## src/rtl/sid_voice_sched.sv

```systemverilog
// sid_voice_sched: time-multiplexes one shared sid_voice datapath across
// all 3*NUM_SIDS voices. On a tick it presents every voice in turn,
// collects the pipelined DCA/OSC results into a shadow bank and publishes
// the complete set at once with a one-cycle valid_o pulse.
//
// Ports:
//   clk, rst_n      clock, asynchronous active-low reset
//   tick            start-of-round strobe
//   model_i         chip model per SID
//   voice_i         per-voice datapath input, index 3*sid + voice
//   dca_model_o     model to the shared sid_voice (registered)
//   dca_voice_o     voice input to the shared sid_voice (registered)
//   dca_voice_i     DCA result from the shared sid_voice
//   dca_osc_i       OSC result from the shared sid_voice
//   voice_o         published DCA results, one per voice
//   osc3_o          published OSC3 (voice 2) per SID
//   valid_o         one-cycle pulse when a new result set appears
//   busy_o          round in progress (issue or drain)
//   overrun_o       one-cycle pulse after a rejected tick

package sid;
    typedef logic [7:0]          reg8_t;
    typedef logic signed [21:0]  s22_t;

    typedef enum logic {
        MOS6581 = 1'b0,
        MOS8580 = 1'b1
    } model_e;

    // Per-voice inputs of the shared waveform selector / DCA
    typedef struct packed {
        logic [3:0]  selector;
        logic [11:0] osc;
        reg8_t       envelope;
    } voice_i_t;
endpackage

module sid_voice_sched #(
    parameter int unsigned NUM_SIDS = 2,
    parameter int unsigned LATENCY  = 1
) (
    input  logic                            clk,
    input  logic                            rst_n,
    input  logic                            tick,
    input  sid::model_e   [NUM_SIDS-1:0]    model_i,
    input  sid::voice_i_t [3*NUM_SIDS-1:0]  voice_i,
    output sid::model_e                     dca_model_o,
    output sid::voice_i_t                   dca_voice_o,
    input  sid::s22_t                       dca_voice_i,
    input  sid::reg8_t                      dca_osc_i,
    output sid::s22_t     [3*NUM_SIDS-1:0]  voice_o,
    output sid::reg8_t    [NUM_SIDS-1:0]    osc3_o,
    output logic                            valid_o,
    output logic                            busy_o,
    output logic                            overrun_o
);

    localparam int unsigned N  = 3 * NUM_SIDS;
    localparam int unsigned SW = (N > 1) ? $clog2(N) : 1;
    localparam int unsigned DW = (LATENCY > 1) ? $clog2(LATENCY) : 1;

    typedef enum logic [1:0] {
        ST_IDLE    = 2'd0,
        ST_ISSUE   = 2'd1,
        ST_DRAIN   = 2'd2,
        ST_PUBLISH = 2'd3
    } state_e;

    state_e                     r_state;
    logic [SW-1:0]              r_slot;
    logic [DW-1:0]              r_drain;
    logic [LATENCY:0]           r_tag_vld;
    logic [LATENCY:0][SW-1:0]   r_tag_slot;
    sid::s22_t  [N-1:0]         r_shadow_voice;
    sid::reg8_t [NUM_SIDS-1:0]  r_shadow_osc3;

    logic                       w_start;
    logic [SW-1:0]              w_sel_slot;
    sid::voice_i_t              w_sel_voice;
    sid::model_e                w_sel_model;
    logic                       w_cap_vld;
    logic [SW-1:0]              w_cap_slot;
    sid::s22_t  [N-1:0]         w_shadow_voice;
    sid::reg8_t [NUM_SIDS-1:0]  w_shadow_osc3;

    // A tick is only accepted when no round is in flight
    assign w_start    = tick && ((r_state == ST_IDLE) || (r_state == ST_PUBLISH));
    // Slot to present next: 0 on a round start, otherwise the successor
    assign w_sel_slot = (r_state == ST_ISSUE) ? (r_slot + SW'(1)) : SW'(0);
    // Oldest tag in the delay line labels the result now on dca_voice_i
    assign w_cap_vld  = r_tag_vld[LATENCY];
    assign w_cap_slot = r_tag_slot[LATENCY];

    // Live read of the selected voice and its chip model
    always_comb begin
        w_sel_voice = '0;
        w_sel_model = sid::MOS6581;
        for (int unsigned i = 0; i < N; i++) begin
            if (w_sel_slot == SW'(i)) begin
                w_sel_voice = voice_i[i];
                w_sel_model = model_i[i / 3];
            end
        end
    end

    // Shadow bank including this cycle's capture, so the last result of a
    // round can be published on the same edge it is captured
    always_comb begin
        w_shadow_voice = r_shadow_voice;
        w_shadow_osc3  = r_shadow_osc3;
        for (int unsigned i = 0; i < N; i++) begin
            if (w_cap_vld && (w_cap_slot == SW'(i))) begin
                w_shadow_voice[i] = dca_voice_i;
            end
        end
        for (int unsigned j = 0; j < NUM_SIDS; j++) begin
            if (w_cap_vld && (w_cap_slot == SW'(3 * j + 2))) begin
                w_shadow_osc3[j] = dca_osc_i;
            end
        end
    end

    // Round FSM, issue/tag pipeline, shadow bank and published outputs
    always_ff @(posedge clk or negedge rst_n) begin
        if (!rst_n) begin
            r_state        <= ST_IDLE;
            r_slot         <= '0;
            r_drain        <= '0;
            r_tag_vld      <= '0;
            r_tag_slot     <= '0;
            r_shadow_voice <= '0;
            r_shadow_osc3  <= '0;
            dca_model_o    <= sid::MOS6581;
            dca_voice_o    <= '0;
            voice_o        <= '0;
            osc3_o         <= '0;
            valid_o        <= 1'b0;
            busy_o         <= 1'b0;
            overrun_o      <= 1'b0;
        end else begin
            valid_o        <= 1'b0;
            overrun_o      <= 1'b0;
            dca_voice_o    <= '0;
            r_tag_vld      <= {r_tag_vld[LATENCY-1:0], 1'b0};
            r_tag_slot     <= {r_tag_slot[LATENCY-1:0], SW'(0)};
            r_shadow_voice <= w_shadow_voice;
            r_shadow_osc3  <= w_shadow_osc3;

            case (r_state)
                ST_IDLE, ST_PUBLISH: begin
                    r_state <= ST_IDLE;
                    busy_o  <= 1'b0;
                    if (w_start) begin
                        r_state       <= ST_ISSUE;
                        busy_o        <= 1'b1;
                        r_slot        <= '0;
                        dca_voice_o   <= w_sel_voice;
                        dca_model_o   <= w_sel_model;
                        r_tag_vld[0]  <= 1'b1;
                        r_tag_slot[0] <= '0;
                    end
                end
                ST_ISSUE: begin
                    overrun_o <= tick;
                    if (r_slot == SW'(N - 1)) begin
                        r_state <= ST_DRAIN;
                        r_drain <= '0;
                    end else begin
                        r_slot        <= w_sel_slot;
                        dca_voice_o   <= w_sel_voice;
                        dca_model_o   <= w_sel_model;
                        r_tag_vld[0]  <= 1'b1;
                        r_tag_slot[0] <= w_sel_slot;
                    end
                end
                ST_DRAIN: begin
                    overrun_o <= tick;
                    if (r_drain == DW'(LATENCY - 1)) begin
                        r_state <= ST_PUBLISH;
                        busy_o  <= 1'b0;
                        valid_o <= 1'b1;
                        voice_o <= w_shadow_voice;
                        osc3_o  <= w_shadow_osc3;
                    end else begin
                        r_drain <= r_drain + DW'(1);
                    end
                end
                default: r_state <= ST_IDLE;
            endcase
        end
    end

endmodule

```

## config.mk

```make
export PLATFORM = sky130hd
export DESIGN_NAME = sid_voice_sched
export DESIGN_NICKNAME = d
export VERILOG_FILES = /design/src/rtl/sid_voice_sched.sv
export SDC_FILE = /design/constraint.sdc
export NUM_CORES = 1
export LEC_CHECK = 0
export CAP_MARGIN = 5
export CORE_UTILIZATION = 40
export CTS_CLUSTER_DIAMETER = 30
export DETAILED_ROUTE_END_ITERATION = 12
export PLACE_DENSITY = 0.66
export SLEW_MARGIN = 0
export SYNTH_ARGS = -nofsm -noshare
export SYNTH_HDL_FRONTEND = slang
export SYNTH_SLANG_ARGS = --single-unit
```

## constraint.sdc

```tcl
create_clock -name clk -period 2.3 [get_ports clk]
set_input_delay 0.46 -clock clk [delete_from_list [all_inputs] [get_ports clk]]
set_output_delay 0.46 -clock clk [all_outputs]
set_load 0.05 [all_outputs]
```

==> results of run 1 <==
## power groups by stage
stage	combinational, mW	sequential (mW)	clock (mW)
floorplan	6.16	14.8	0
global placement	16.5	9.84	0
detailed placement	16.7	9.93	0
CTS	16.8	9.88	10.4
global route	17.5	10.1	10.7
finish	16.7	9.83	10.1
## placed cells by master (no fill, tap or decap), types with 8 or more instances in the layout
| master | count |
|---|---|
| sky130_fd_sc_hd__clkdlybuf4s50_1 | 353 |
| sky130_fd_sc_hd__dfrtp_1 | 337 |
| sky130_fd_sc_hd__mux2_2 | 291 |
| sky130_fd_sc_hd__clkbuf_16 | 69 |
| sky130_fd_sc_hd__nand2_1 | 58 |
| sky130_fd_sc_hd__nand3_1 | 27 |
| sky130_fd_sc_hd__buf_4 | 27 |
| sky130_fd_sc_hd__mux2i_1 | 18 |
| sky130_fd_sc_hd__o21bai_1 | 15 |
| sky130_fd_sc_hd__a22oi_1 | 14 |
| sky130_fd_sc_hd__o22ai_1 | 14 |
| sky130_fd_sc_hd__a221oi_1 | 13 |
| sky130_fd_sc_hd__buf_12 | 13 |
| sky130_fd_sc_hd__nor3_1 | 11 |
| sky130_fd_sc_hd__a21oi_1 | 11 |
| sky130_fd_sc_hd__o21ai_0 | 10 |
| sky130_fd_sc_hd__bufinv_16 | 10 |
| sky130_fd_sc_hd__clkbuf_8 | 10 |
| sky130_fd_sc_hd__clkinv_2 | 9 |
| sky130_fd_sc_hd__inv_1 | 8 |
| sky130_fd_sc_hd__o21a_1 | 8 |
| sky130_fd_sc_hd__a32o_1 | 8 |
| sky130_fd_sc_hd__a311o_1 | 8 |
| sky130_fd_sc_hd__clkinvlp_4 | 8 |
## layout make-up
cell class	count	area (um^2)	share of cell area, %
well taps	448	561	2.71
multi-input cells	569	5190	25.1
inverters	8	30.0	0.145
diodes	2	5.00	0.0242
clock buffers	86	1890	9.15
repair buffers	395	4020	19.5
clock inverters	35	528	2.56
flip-flops and latches	337	8430	40.8
## kinds of logic after synthesis
logic type	synth area share, %
AOI/OAI and AO/OA	6.75
DFF	60.5
xor gates and xnor gates	0.180
buffers and inverters	2.53
muxes	25.3
adders and majority gates	0.359
and+or+nand+nor	4.33
## metrics by stage
| stage | TNS (ns) | hold WS, ns | worst slack (ns) |
|---|---|---|---|
| finish | 0 | 0.337 | 0.0538 |
| global route | 0 | 0.350 | 0.0118 |
| CTS | 0 | 0.341 | 0.0263 |
| detailed placement | -0.460 | 0.335 | -0.0597 |
| global placement | -0.0354 | 0.333 | -0.0117 |
| floorplan | 0 | 0.164 | 0.399 |
## routing by layer
layer,up-vias,GRT usage (%)
met5,-,0
met4,0,7.48
met3,41,5.90
met2,361,36.3
met1,4989,27.3
li1,4394,-
## registers in the layout, summed over array words and instances, names as in the netlist
register,cells
r_shadow_voice,132
voice_o,132
dca_voice_o,24
osc3_o,16
r_shadow_osc3,16
r_slot,3
r_tag_slot,3
w_cap_slot,3
r_state,2
r_tag_vld,2
busy_o,1
dca_model_o,1
overrun_o,1
valid_o,1
## what timing repair did
action | CTS | global route
pin swaps | 0 | 0
cloned | 0 | 0
endpoints found under the hold margin | 46 | 0
hold buffers | 1 | 0
setup endpoints to repair | 14 | 9
gates resized for setup | 1 | 1
## path summary, 6_finish.rpt
kind	from	to	slack, ns	cells after the start
worst max-delay path	voice_o[0]	voice_o[0]	0.05	1
worst min-delay path	r_tag_slot[0]	w_cap_slot[0]	0.34	0
worst max register to register	r_slot[0]	dca_voice_o[14]	0.10	5
worst min register to register	r_tag_slot[0]	w_cap_slot[0]	0.34	0
max in group asynchronous	rst_n	dca_voice_o[13]	1.13	3
min in group asynchronous	rst_n	voice_o[74]	0.44	2
==> flow_results.org, run 1 <==
** Run status
- Status :: complete, no violations

** Floorplanning
- The core region is 0.0339 mm^2.
- The initial utilization of the core area, before any placement, comes to 41.1%.
- From left edge to right edge, the die measures 189 um.
- Vertical die dimension :: 189 um
- Die Area :: 0.0356 mm^2
- Number of top-level pins :: 355
- After floorplanning, the core was divided into 67 placement rows.

** Timing
- On the final layout, the worst clock skew is 0.0168 ns.
- At the pin with the least slew margin, the transition time is 0.615 ns.
- Based on the critical path, the design can be clocked at up to 0.445 GHz.
- After layout, the worst path uses 97.7% of the clock period.
- Min Clock Period, post-route :: 2.25 ns
- RSZ-0062 raised after global routing :: false
- In this run the tightest slew margin relative to its limit is 58.9%.
- The total count of max-transition violations in the final report is 0.
- Final number of hold-violating endpoints :: 0
- Final Setup Violations :: 0

** Final layout
- The filler cells instantiated in the layout total 2700.
- The final layout contains 1562 nets.
- Synthesis-to-finish area growth :: 48.3%
- Design Area, Final :: 0.0207 mm^2
- Ratio of cells with drive above 1 in the final layout :: 32.5%
- Number of non-filler instances in the completed layout :: 1880
- Layout Utilization :: 61.0%

** Placement
- Once detailed placement completed, the half-perimeter wirelength came to 26200 um.
- Count of input and output buffers :: 354
- Counting tap cells, the placed design contains a total of 1756 instances.
- Routability-driven placement congestion ratio :: 0.899
- After detailed placement, the total cell area comes to 0.0182 mm^2.

** Route
- After detailed routing, the number of remaining DRC violations is 0.
- After detailed routing, the total wire length is 38300 um.
- Detailed route wirelength on metal2 :: 19100 um
- Once detail routing completed, the nets flagged for antenna violations numbered 0.
- The first detailed-routing pass ran for 5 iterations.
- Routed vias :: 9785
- Signal routing reaches up to met4.
- Number of DRC markers in iteration 0 :: 436
- Detailed routing placed a total of 2410 um of wire on met3.
- In the routed layout, each cell is associated on average with a via count of 5.20.
- Average wire per cell in the routed design :: 20.4 um
- The detailed router put a total of 16000 um of wire on met1.

** Worst setup path
- Delay of the slowest critical-path stage :: 0.88 ns
- In this run the worst path has a maximum fanout of 2.
- Element type at the critical path end :: primary output
- STA puts the critical path data required time at 1.84 ns.
- Crit Path Category :: flop to primary output
- STA classifies the critical path startpoint as a flop.
- Slowest cell on crit path :: sky130_fd_sc_hd__clkdlybuf4s50_1
- Kind of cell adding the most delay to the critical path :: buffers and inverters
- Count of buffer and inverter cells on the critical path :: 1
- For the worst setup path, the data arrival time is 1.79 ns.
- Crit path cell chain :: clkdlybuf4s50_1

** Pwr
- Summed over all cells, the static leakage comes to 8.55 nW.
- IR drop worst, VDD :: 0.945 mV
- Pwr Density :: 1770 mW/mm^2
- Combinational cells account for 45.5% of the total power.
- Internal power contribution :: 22.5 mW
- Summing internal, switching and leakage power gives 36.6 mW.
- Summed over all nets, the switching power comes to 14.2 mW.
- Clk pwr share :: 27.7%
- Sequential cell fraction of total power :: 26.8%
- Switch share :: 38.7%

** Global routing
- Antenna violations before repair :: 2
- The via count of the first global-routing pass came to 10400.
- After global routing the overflow that remains totals 0.
- Global routing consumed, over all layers together, 21.8% of the routing resources.
- Entering global routing, the biggest net connects 70 pins.
- The first global-routing pass estimated 59700 um of wire.

** Synth
- Dominant synthesized flop cell :: sky130_fd_sc_hd__dfrtp_1
- Post-synth top area cell :: sky130_fd_sc_hd__dfrtp_1
- Cell types occupying the most area after synthesis :: sky130_fd_sc_hd__dfrtp_1, sky130_fd_sc_hd__mux2_2, sky130_fd_sc_hd__nand2_1, sky130_fd_sc_hd__mux2i_1, sky130_fd_sc_hd__buf_2
- Number of unique standard cell types used by synthesis :: 53
- In this run the cell area of the synthesized design comes to 0.0139 mm^2.
- For this run, asynchronously set or reset flops after synthesis account for 100%.
- Counting flops with a built-in enable in the synthesized netlist gives 0.
- Total nets after synthesis :: 1161
- In this run the mean area of a mapped cell was 14.2 um^2.
- Most common cell in the netlist :: sky130_fd_sc_hd__dfrtp_1
- In the synthesized netlist, the cells that appear most often are sky130_fd_sc_hd__dfrtp_1, sky130_fd_sc_hd__mux2_2, sky130_fd_sc_hd__nand2_1.
- Syn Inst Count :: 978
- Counting flops and latches in the post-synthesis netlist gives 337.
- The share of the Yosys chip area taken by registers is 60.5%.
- Share of the synthesized area in the top cell type :: 60.5%
- During synthesis, Yosys emitted a total of 0 warnings.

** Job
- The tool flagged a number of max-cap violations equal to 0.

** CTS
- The clock tree synthesis step divided the H-tree into 3 levels.
- Worst-skew pair later-pin latency :: 0.56 ns
- No sink is reached through more buffers than the 3 on the longest clock path.
- TritonCTS built the clock tree.
- Clock slew at the register clock pins of the worst setup and hold paths :: 0.05 ns
- Clock tree synthesis inserted a total of 68 buffers.
- The number of setup buffers added after CTS is 0.
- Clock tree synthesis found a total of 337 sinks.
- Cell chosen for the clock root :: sky130_fd_sc_hd__clkbuf_16

** Hold path
- The tightest min-delay check is of the flop to flop type.
Note: power is estimated with default switching activity, not from simulation.
==> run 2: changes to the inputs <==
==> constraint.sdc (replaced) <==
create_clock -name clk -period 2.3 [get_ports clk]
set_input_delay 0.46 -clock clk [delete_from_list [all_inputs] [get_ports clk]]
set_output_delay 0.46 -clock clk [all_outputs]
set_load 0.02 [all_outputs]
==> results of run 2 <==
The final DEF is identical to that of run 1. Status: complete, no violations.
Among the figures that moved: clock-pin slew on the worst setup and hold paths 0.05 ns -> 0.04 ns; setup slack after layout 0.0538 ns -> 0.103 ns; start point of the critical path voice_o[0] -> r_slot[0]; end point of the critical path voice_o[0] -> dca_voice_o[14]; total power 36.6 mW -> 33.2 mW; worst IR drop on VDD 0.945 mV -> 0.684 mV
